**config.mk**
```make
export PLATFORM = sky130hd
export DESIGN_NAME = buffer_arbiter_flat
export DESIGN_NICKNAME = d
export VERILOG_FILES = /design/src/rtl/buffer_arbiter_pkg.sv /design/src/rtl/buffer_arbiter_if.sv /design/src/rtl/buffer_arbiter_rr_arbiter.sv /design/src/rtl/buffer_arbiter.sv /design/src/flat_wrapper.sv
export SDC_FILE = /design/constraint.sdc
export NUM_CORES = 1
export LEC_CHECK = 0
export ABC_AREA = 1
export ABC_CLOCK_PERIOD_IN_PS = 3400
export BUFFER_PORTS_ARGS = -buffer_cell sky130_fd_sc_hd__buf_2
export CAP_MARGIN = 40
export CORE_AREA = 5 5 153 155
export CTS_CLUSTER_SIZE = 12
export DETAILED_ROUTE_END_ITERATION = 7
export DIE_AREA = 0 0 158 160
export PLACE_DENSITY_LB_ADDON = 0.15
export SETUP_SLACK_MARGIN = 0.1
export SLEW_MARGIN = 20
export SYNTH_ARGS = -nofsm -noshare
export SYNTH_HDL_FRONTEND = slang
export SYNTH_HIERARCHICAL = 1
export SYNTH_SLANG_ARGS = --single-unit
export TNS_END_PERCENT = 1
```
**constraint.sdc**
```tcl
create_clock -name clk -period 3.4 [get_ports clk]
set_clock_uncertainty 0.15 [all_clocks]
set_input_delay 0.68 -clock clk [delete_from_list [all_inputs] [get_ports clk]]
set_output_delay 0.68 -clock clk [all_outputs]
set_load 0.05 [all_outputs]
```
**src/rtl/buffer_arbiter_pkg.sv**
```systemverilog
// Shared types and default sizes for the buffer arbiter and its round-robin sub-block.
package buffer_arbiter_pkg;

    typedef enum logic [1:0] {
        RD_IDLE = 2'd0,
        RD_WAIT = 2'd1,
        RD_HOLD = 2'd2
    } rd_state_e;

    localparam int DEF_N       = 32;
    localparam int DEF_NUM_REQ = 4;
    localparam int DEF_DEPTH   = 16;
    localparam int DEF_CNT_W   = 5;

endpackage

```
**src/rtl/buffer_arbiter_if.sv**
```systemverilog
// Requester, buffer-pin and consumer signals of the buffer arbiter; master is the arbiter side.
interface buffer_arbiter_if #(
    parameter int N       = 32,
    parameter int NUM_REQ = 4,
    parameter int CNT_W   = 5
);
    logic [NUM_REQ-1:0]   req_valid;
    logic [NUM_REQ*N-1:0] req_in0;
    logic [NUM_REQ*N-1:0] req_in1;
    logic [NUM_REQ-1:0]   req_ready;
    logic [N-1:0]         buf_in0;
    logic [N-1:0]         buf_in1;
    logic                 buf_in_en;
    logic                 buf_out_en;
    logic [N-1:0]         buf_out;
    logic [N-1:0]         out_data;
    logic                 out_valid;
    logic                 out_ready;
    logic [CNT_W-1:0]     occupancy;

    modport master (
        input  req_valid, req_in0, req_in1, buf_out, out_ready,
        output req_ready, buf_in0, buf_in1, buf_in_en, buf_out_en,
               out_data, out_valid, occupancy
    );

    modport slave (
        output req_valid, req_in0, req_in1, buf_out, out_ready,
        input  req_ready, buf_in0, buf_in1, buf_in_en, buf_out_en,
               out_data, out_valid, occupancy
    );
endinterface

```
**src/rtl/buffer_arbiter_rr_arbiter.sv**
```systemverilog
// Combinational round-robin search starting at ptr; yields one-hot grant, its index and the next pointer.
module rr_arbiter #(
    parameter int NUM_REQ = 4,
    parameter int PTR_W   = $clog2(NUM_REQ)
) (
    input  logic [NUM_REQ-1:0] req,
    input  logic [PTR_W-1:0]   ptr,
    input  logic               en,
    output logic [NUM_REQ-1:0] grant,
    output logic [PTR_W-1:0]   grant_idx,
    output logic [PTR_W-1:0]   next_ptr
);
    logic             found;
    logic [PTR_W-1:0] cand;

    function automatic logic [PTR_W-1:0] wrap_add(input logic [PTR_W-1:0] p, input int k);
        int s;
        s = int'(p) + k;
        if (s >= NUM_REQ) s = s - NUM_REQ;
        return PTR_W'(s);
    endfunction

    // With no request pending the index falls back to ptr, so the operand mux stays defined.
    always_comb begin
        found     = 1'b0;
        cand      = '0;
        grant_idx = ptr;
        for (int k = 0; k < NUM_REQ; k++) begin
            cand = wrap_add(ptr, k);
            if (!found && req[cand]) begin
                found     = 1'b1;
                grant_idx = cand;
            end
        end
        grant = '0;
        if (en && found) grant[grant_idx] = 1'b1;
        next_ptr = (grant_idx == PTR_W'(NUM_REQ - 1)) ? '0 : grant_idx + PTR_W'(1);
    end
endmodule

```
**src/rtl/buffer_arbiter.sv**
```systemverilog
// Round-robin front end and drain FSM around a shared adder+FIFO buffer; tracks FIFO occupancy locally.
module buffer_arbiter
    import buffer_arbiter_pkg::*;
#(
    parameter int N       = DEF_N,
    parameter int NUM_REQ = DEF_NUM_REQ,
    parameter int DEPTH   = DEF_DEPTH,
    parameter int CNT_W   = DEF_CNT_W
) (
    input  logic             clk,
    input  logic             rst,
    buffer_arbiter_if.master bus
);
    localparam int PTR_W = $clog2(NUM_REQ);

    logic [PTR_W-1:0]   ptr_q, ptr_d, grant_idx, next_ptr;
    logic [NUM_REQ-1:0] grant;
    logic [CNT_W-1:0]   occ_q, occ_d;
    rd_state_e          state_q, state_d;
    logic               buf_out_en_q, buf_out_en_d;
    logic               out_valid_q, out_valid_d;
    logic               space, wr, rd, has_data;

    assign space    = (occ_q < CNT_W'(DEPTH));
    assign has_data = (occ_q != '0);

    rr_arbiter #(.NUM_REQ(NUM_REQ), .PTR_W(PTR_W)) u_rr (
        .req       (bus.req_valid),
        .ptr       (ptr_q),
        .en        (space),
        .grant     (grant),
        .grant_idx (grant_idx),
        .next_ptr  (next_ptr)
    );

    // Full blocks writes even when a read is leaving this cycle.
    always_comb begin
        wr    = (|bus.req_valid) && space;
        rd    = buf_out_en_q;
        ptr_d = wr ? next_ptr : ptr_q;
        occ_d = occ_q;
        if (wr && !rd)      occ_d = occ_q + CNT_W'(1);
        else if (!wr && rd) occ_d = occ_q - CNT_W'(1);
    end

    always_ff @(posedge clk) begin
        if (rst) begin
            state_q      <= RD_IDLE;
            ptr_q        <= '0;
            occ_q        <= '0;
            buf_out_en_q <= 1'b0;
            out_valid_q  <= 1'b0;
        end else begin
            state_q      <= state_d;
            ptr_q        <= ptr_d;
            occ_q        <= occ_d;
            buf_out_en_q <= buf_out_en_d;
            out_valid_q  <= out_valid_d;
        end
    end

    always_comb begin
        state_d = state_q;
        case (state_q)
            RD_IDLE: if (has_data) state_d = RD_WAIT;
            RD_WAIT: state_d = RD_HOLD;
            RD_HOLD: if (bus.out_ready) state_d = has_data ? RD_WAIT : RD_IDLE;
            default: state_d = RD_IDLE;
        endcase
    end

    always_comb begin
        buf_out_en_d = 1'b0;
        out_valid_d  = out_valid_q;
        case (state_q)
            RD_IDLE: begin
                out_valid_d  = 1'b0;
                buf_out_en_d = has_data;
            end
            RD_WAIT: out_valid_d = 1'b1;
            RD_HOLD: if (bus.out_ready) begin
                out_valid_d  = 1'b0;
                buf_out_en_d = has_data;
            end
            default: out_valid_d = 1'b0;
        endcase
    end

    assign bus.req_ready  = grant;
    assign bus.buf_in_en  = wr;
    assign bus.buf_in0    = bus.req_in0[grant_idx*N +: N];
    assign bus.buf_in1    = bus.req_in1[grant_idx*N +: N];
    assign bus.buf_out_en = buf_out_en_q;
    assign bus.occupancy  = occ_q;
    assign bus.out_valid  = out_valid_q;
    // The buffer output register only moves after buf_out_en, which never fires while a word is held,
    // so it is the held word for the whole of RD_HOLD.
    assign bus.out_data   = out_valid_q ? bus.buf_out : '0;
endmodule

```
**src/flat_wrapper.sv**
```systemverilog
// flat-port wrapper written by rule: the top's interface ports become plain ports
module buffer_arbiter_flat import buffer_arbiter_pkg::*;
#(
    parameter int N       = DEF_N,
    parameter int NUM_REQ = DEF_NUM_REQ,
    parameter int DEPTH   = DEF_DEPTH,
    parameter int CNT_W   = DEF_CNT_W
)
  (clk, rst, bus_req_valid, bus_req_in0, bus_req_in1, bus_buf_out, bus_out_ready, bus_req_ready, bus_buf_in0, bus_buf_in1, bus_buf_in_en, bus_buf_out_en, bus_out_data, bus_out_valid, bus_occupancy);
  buffer_arbiter_if #(.N(N), .NUM_REQ(NUM_REQ), .CNT_W(CNT_W)) bus_i ();
  input  logic clk;
  input  logic rst;
  input wire logic [$bits(bus_i.req_valid)-1:0] bus_req_valid;
  input wire logic [$bits(bus_i.req_in0)-1:0] bus_req_in0;
  input wire logic [$bits(bus_i.req_in1)-1:0] bus_req_in1;
  input wire logic [$bits(bus_i.buf_out)-1:0] bus_buf_out;
  input wire logic [$bits(bus_i.out_ready)-1:0] bus_out_ready;
  output wire logic [$bits(bus_i.req_ready)-1:0] bus_req_ready;
  output wire logic [$bits(bus_i.buf_in0)-1:0] bus_buf_in0;
  output wire logic [$bits(bus_i.buf_in1)-1:0] bus_buf_in1;
  output wire logic [$bits(bus_i.buf_in_en)-1:0] bus_buf_in_en;
  output wire logic [$bits(bus_i.buf_out_en)-1:0] bus_buf_out_en;
  output wire logic [$bits(bus_i.out_data)-1:0] bus_out_data;
  output wire logic [$bits(bus_i.out_valid)-1:0] bus_out_valid;
  output wire logic [$bits(bus_i.occupancy)-1:0] bus_occupancy;
  assign bus_i.req_valid = bus_req_valid;
  assign bus_i.req_in0 = bus_req_in0;
  assign bus_i.req_in1 = bus_req_in1;
  assign bus_i.buf_out = bus_buf_out;
  assign bus_i.out_ready = bus_out_ready;
  assign bus_req_ready = bus_i.req_ready;
  assign bus_buf_in0 = bus_i.buf_in0;
  assign bus_buf_in1 = bus_i.buf_in1;
  assign bus_buf_in_en = bus_i.buf_in_en;
  assign bus_buf_out_en = bus_i.buf_out_en;
  assign bus_out_data = bus_i.out_data;
  assign bus_out_valid = bus_i.out_valid;
  assign bus_occupancy = bus_i.occupancy;
  buffer_arbiter #(.N(N), .NUM_REQ(NUM_REQ), .DEPTH(DEPTH), .CNT_W(CNT_W)) u_core (.clk(clk), .rst(rst), .bus(bus_i));
endmodule
```
==> results.cfg, run 1 <==
[worst_setup_path]
timing.critical_path.slowest_stage_cell = sky130_fd_sc_hd__nor2_1
worstSetupPathType = in2out
cp_max_fo = 7
critical_path_required_ns = 2.57
max_stage_delay_ns = 0.20
critical_path.startpoint = bus_req_valid[1]
crit_arrival_ns = 2.47
critical_path.cell_chain = buf_2, inv_1, nand2_1, nand2_2, nand2_2, nand2_2, nand2_2, inv_4, nand4_1, nand2_2, clkinv_4, buf_12, buf_4, nor2_1, o22ai_1, buf_4
critical_path.reg2reg.startpoint = u_core/ptr_q[0]
crit_path_frequent_cell = sky130_fd_sc_hd__nand2_2
cp-start-kind = primary input
critPathCaptureType = primary output

[grt]
grt_util_all_layers = 0.143
via_count_of_the_first_global_routing_pass = 5457
antenna_found_initial = 7
grt.overflow.total = 0
grt_first_pass_wirelength_mm = 29.1
pin_count_of_the_biggest_net_entering_global_routing = 39

[die]
row_count = 54
fp.coreArea_mm2 = 0.0217
die_footprint_mm2 = 0.0253
top_level_ports = 403
die-height_um = 160
die_w_um = 158
floorplan.initialDensity = 0.142

[timing]
max-slew-margin-rel = 0.799
grt_setup_unrepaired = true
postLayoutSetupSlackWorst_ns = 0.0989
timing.final.max_slew_violations = 0
min_period_over_period = 0.971
setup_viol_count_final = 0
fmaxAchievable_mhz = 303
report.final.hold_viol_count = 0
worst_slew_pin_slew_ns = 0.302
final_period_minus_worst_setup_slack_ns = 3.30

[outcome]
status = complete, no violations

[layout]
fin_nets = 1303
layout-drive-gt1-share = 0.475
area_growth_syn_to_layout_pct = 93.7

[clocking]
clk_pin_slew_ns = 0.04
htree_num_levels = 1
cts-hold-fix-buffers = 0
cts_tree = done
insertion_delay_ns = 0.24
root_buffer = sky130_fd_sc_hd__clkbuf_16
clk_path_buf_depth = 2
clock_sink_count = 11
cts_inserted_buffers = 3

[synth]
yosysWarningCount = 6
synth_cell_type_count = 28
synth.yosys.seq_area_share = 0.0714
synthesis.instances = 600
post_synth.cell_area_avg_um2 = 5.14
postSynthRegisterBits = 11
synth.net_count = 904
netlist_area_before_placement_mm2 = 0.00309

[placement]
finalWeightedCongestion = 0.819
place_hpwl_mm = 17.2
portBuffers = 402
pre_cts_slack_ns = -0.0360

[drt]
wl_per_cell_um = 16.3
vias = 5483
detail_route.vias_per_cell = 4.27
number_of_nets_with_antenna_violations_after_detailed_routing = 0
finalWirelength_mm = 20.9
route.detailed.drc = 0
initial_detailed_routing_violation_count = 305
first_pass_iters = 5

[min_path]
hold_path.class = reg2reg
hold_path_startpoint = u_core/bus.occupancy[4]

[job]
max-cap-violations = 0
## path summary, 6_finish.rpt
path / endpoint / cells past startpoint / slack, ns
worst min-delay path: u_core/bus.occupancy[4] / 2 / 0.35
worst min register to register: u_core/bus.occupancy[4] / 2 / 0.35
worst max-delay path: bus_buf_in1[19] / 16 / 0.1
worst max register to register: u_core/ptr_q[1] / 14 / 1.14
## sequential cells by signal, indices dropped and copies added, names as in the netlist
| signal | cells |
|---|---|
| u_core/ptr_q | 2 |
| u_core/bus.out_valid | 1 |
| u_core/bus.occupancy | 5 |
| u_core/bus.buf_out_en | 1 |
| u_core/state_q | 2 |
## layout by cell type (no fill, tap or decap), types with 2 or more instances in the layout
| cell | netlist | routed |
|---|---|---|
| sky130_fd_sc_hd__o21ai_1 | 56 | 62 |
| sky130_fd_sc_hd__buf_4 | 3 | 82 |
| sky130_fd_sc_hd__buf_6 | 15 | 6 |
| sky130_fd_sc_hd__dfxtp_1 | 11 | 9 |
| sky130_fd_sc_hd__nand2_2 | 9 | 10 |
| sky130_fd_sc_hd__o22ai_1 | 64 | 62 |
| sky130_fd_sc_hd__nand2_1 | 90 | 88 |
| sky130_fd_sc_hd__ha_1 | 8 | 8 |
| sky130_fd_sc_hd__inv_1 | 56 | 55 |
| sky130_fd_sc_hd__o21ai_2 | 1 | 3 |
| sky130_fd_sc_hd__diode_2 | 0 | 5 |
| sky130_fd_sc_hd__nand3_1 | 13 | 13 |
| sky130_fd_sc_hd__buf_8 | 0 | 5 |
| sky130_fd_sc_hd__inv_2 | 4 | 4 |
| sky130_fd_sc_hd__a21oi_1 | 6 | 6 |
| sky130_fd_sc_hd__nor2_1 | 146 | 146 |
| sky130_fd_sc_hd__nand2_4 | 1 | 2 |
| sky130_fd_sc_hd__o21ai_0 | 78 | 70 |
| sky130_fd_sc_hd__or2_2 | 2 | 2 |
| sky130_fd_sc_hd__buf_12 | 0 | 8 |
| sky130_fd_sc_hd__buf_2 | 7 | 335 |
| sky130_fd_sc_hd__clkbuf_16 | 0 | 6 |
| sky130_fd_sc_hd__o22ai_2 | 0 | 2 |
## synth_stat cells (all sizes together)
cell,instances,area [um^2]
nor2,146,548
o21ai,136,696
nand2,100,405
o22ai,64,400
inv,62,238
buf,25,226
clkbuf,21,82.6
nand3,14,82.6
dfxtp,11,220
ha,8,100
a21oi,6,30.0
or2,2,12.5
clkinv,1,3.75
fa,1,20.0
nand4,1,6.26
nor3,1,5.00
xor2,1,8.76
## layer usage
metal,global-route usage,up-vias,share of wire
li1,-,2797,-
met1,0.156,2405,0.36
met2,0.278,257,0.53
met3,0.0333,20,0.10
met4,0.0240,4,0.012
met5,0,-,0.0013
## area by class of cell
class                           count  area, um^2
Antenna cell                        5        12.5
Clock buffer                        4        78.8
Fill cell                        2522       15700
Inverter                           63         262
Multi-Input combinational cell    480        2340
Sequential cell                    11         225
Tap cell                          280         350
Timing Repair Buffer              440        2700
## kinds of logic (layout without fill, tap and decap cells)
group	after synthesis	count (layout)	synth area share
simple gates	264	264	0.343
compound gates	206	206	0.365
buf+inv	109	507	0.178
flops	11	11	0.0714
fa+ha+maj	9	9	0.0389
xor+xnor	1	1	0.00284
other cells	0	5	0
## per-stage QoR
step | hold WS, ns | setup TNS [ns] | cells | utilization | instance area [um^2]
after floorplan | 0.323 | -5.39 | 600 | - | 3090
after global placement | 0.347 | -0.0809 | 1269 | 0.253 | 5490
after detailed placement | 0.347 | -0.128 | 1269 | 0.253 | 5490
after CTS | 0.361 | 0 | 1274 | 0.260 | 5640
after global routing | 0.387 | -0.527 | 1283 | 0.276 | 5980
final | 0.351 | 0 | 1283 | 0.276 | 5980
## what timing repair did
action	in CTS	in global routing
endpoints found under the hold margin	0	0
pin swaps	0	4
setup buffers	0	1
resized for setup	16	149
gates cloned	1	3
endpoints found under the setup margin	65	67
## worst max-delay path, delay by kind of cell
family                 cells  cell delay [ns]
AOI/OAI and AO/OA          1             0.12
buffers and inverters      7             0.91
and+or+nand+nor            8             0.75
Power of run 1 is not shown: default switching activity piles up to over one toggle a cycle in this logic, so the estimate is an artifact.
==> inputs of run 2 (changes only) <==
--- a/config.mk
+++ b/config.mk
@@ -9,11 +9,13 @@
 export ABC_CLOCK_PERIOD_IN_PS = 3400
 export BUFFER_PORTS_ARGS = -buffer_cell sky130_fd_sc_hd__buf_2
 export CAP_MARGIN = 40
-export CORE_AREA = 5 5 153 155
+export CORE_AREA = 2 2 159 161
 export CTS_CLUSTER_SIZE = 12
 export DETAILED_ROUTE_END_ITERATION = 7
-export DIE_AREA = 0 0 158 160
+export DIE_AREA = 0 0 161 163
+export MAX_ROUTING_LAYER = met4
 export PLACE_DENSITY_LB_ADDON = 0.15
+export REMOVE_ABC_BUFFERS = 1
 export SETUP_SLACK_MARGIN = 0.1
 export SLEW_MARGIN = 20
 export SYNTH_ARGS = -nofsm -noshare
==> results.cfg, run 2 (synthesis gave the netlist of run 1 again) <==
[placement]
portBuffers = 402
place_hpwl_mm = 16.6
finalWeightedCongestion = 0.898
pre_cts_slack_ns = -0.0538

[drt]
detail_route.vias_per_cell = 4.12
route.detailed.drc = 0
first_pass_iters = 4
finalWirelength_mm = 21.0
number_of_nets_with_antenna_violations_after_detailed_routing = 0
wl_per_cell_um = 15.6
vias = 5525
initial_detailed_routing_violation_count = 257

[grt]
grt.overflow.total = 0
antenna_found_initial = 6
via_count_of_the_first_global_routing_pass = 5217
grt_first_pass_wirelength_mm = 29.7
pin_count_of_the_biggest_net_entering_global_routing = 35
grt_util_all_layers = 0.147

[clocking]
cts-hold-fix-buffers = 0
root_buffer = sky130_fd_sc_hd__clkbuf_16
clock_sink_count = 11
clk_pin_slew_ns = 0.04
clk_path_buf_depth = 2
cts_inserted_buffers = 3
cts_tree = done
htree_num_levels = 1
insertion_delay_ns = 0.24

[worst_setup_path]
crit_arrival_ns = 2.48
cp.buffers_inverters = 7
max_stage_delay_ns = 0.18
critical_path_required_ns = 2.57
cpLargestDelayFamily = buffers and inverters
worstSetupPathType = in2out
timing.critical_path.slowest_stage_cell = sky130_fd_sc_hd__buf_12
critPathCaptureType = primary output
critical_path.cell_chain = buf_4, nand2_1, nand3_2, nand2_2, nand2_2, inv_4, nand4_1, nand2_4, clkinv_8, buf_12, buf_8, o21ai_2, o22ai_2, buf_4, buf_12
cp-start-kind = primary input
cp_max_fo = 7

[die]
die_footprint_mm2 = 0.0262
die-height_um = 163
top_level_ports = 403
floorplan.initialDensity = 0.125
die_w_um = 161
row_count = 58
fp.coreArea_mm2 = 0.0247

[min_path]
hold_path.class = reg2reg

[layout]
max_ffs_per_register = 5
finalCoreUtilization = 0.262
layout_common_cells = sky130_fd_sc_hd__buf_2 (332), sky130_fd_sc_hd__nor2_1 (137), sky130_fd_sc_hd__nand2_1 (85)
layout-drive-gt1-share = 0.516
mostFrequentLayoutCell = sky130_fd_sc_hd__buf_2
area_growth_syn_to_layout_pct = 110
fin_nets = 1311

[timing]
report.final.hold_viol_count = 0
final_period_minus_worst_setup_slack_ns = 3.31
grt_setup_unrepaired = true
min_period_over_period = 0.973
setup_viol_count_final = 0
worst_slew_pin_slew_ns = 0.642
fmaxAchievable_mhz = 302
max-slew-margin-rel = 0.571
timing.final.max_slew_violations = 0
postLayoutSetupSlackWorst_ns = 0.0925

[job]
max-cap-violations = 0

[outcome]
status = complete, no violations
==> run 2: path summary, 6_finish.rpt <==
path,start,cells past startpoint,endpoint,slack [ns]
worst max-delay path,bus_req_valid[1],15,bus_buf_in1[7],0.09
worst min-delay path,u_core/bus.occupancy[4],2,u_core/bus.occupancy[4],0.35
worst max register to register,u_core/ptr_q[0],15,u_core/ptr_q[1],1.05
worst min register to register,u_core/bus.occupancy[4],2,u_core/bus.occupancy[4],0.35
==> run 2: metrics by stage <==
stage / instances / hold WS, ns / TNS [ns] / cell area, um^2
global route: 1342 / 0.386 / -0.162 / 6460
detailed placement: 1321 / 0.352 / -0.216 / 5660
finish: 1342 / 0.350 / 0 / 6460
floorplan: 554 / 0.323 / -83.69 / 2780
global placement: 1321 / 0.352 / -0.0158 / 5660
CTS: 1331 / 0.359 / 0 / 5980
==> run 2: worst min-delay path, cell delays in order (launching register included) <==
cell and delay [ns]:
sky130_fd_sc_hd__dfxtp_1 0.33, sky130_fd_sc_hd__nand2_1 0.07, sky130_fd_sc_hd__a21oi_1 0.06
==> run 2: layout make-up <==
class / count / area, um^2
repair buffers: 448 / 2940
multi-input cells: 480 / 2510
inverters: 63 / 283
diodes: 6 / 15.0
fillers: 2883 / 18200
clock buffers: 4 / 78.8
well taps: 330 / 413
flip-flops and latches: 11 / 221
==> run 2: timing repair <==
| action | in CTS | in global routing |
|---|---|---|
| hold endpoints to repair | 0 | 0 |
| setup buffers | 2 | 3 |
| pin swaps | 5 | 37 |
| cloned | 4 | 2 |
| resized for setup | 34 | 203 |
| setup endpoints to repair | 62 | 68 |
==> run 2: per-layer routing <==
layer  routed length, um  up-vias  share of wire  global-route usage
met2               11000      201           0.52               0.264
met5                   0        -              0                   -
met4                 259        0          0.012              0.0349
met1                8670     2486           0.41               0.177
met3                1030       22          0.049              0.0153
li1                    -     2816              -                   -
Power of run 2 is left out for the same reason.
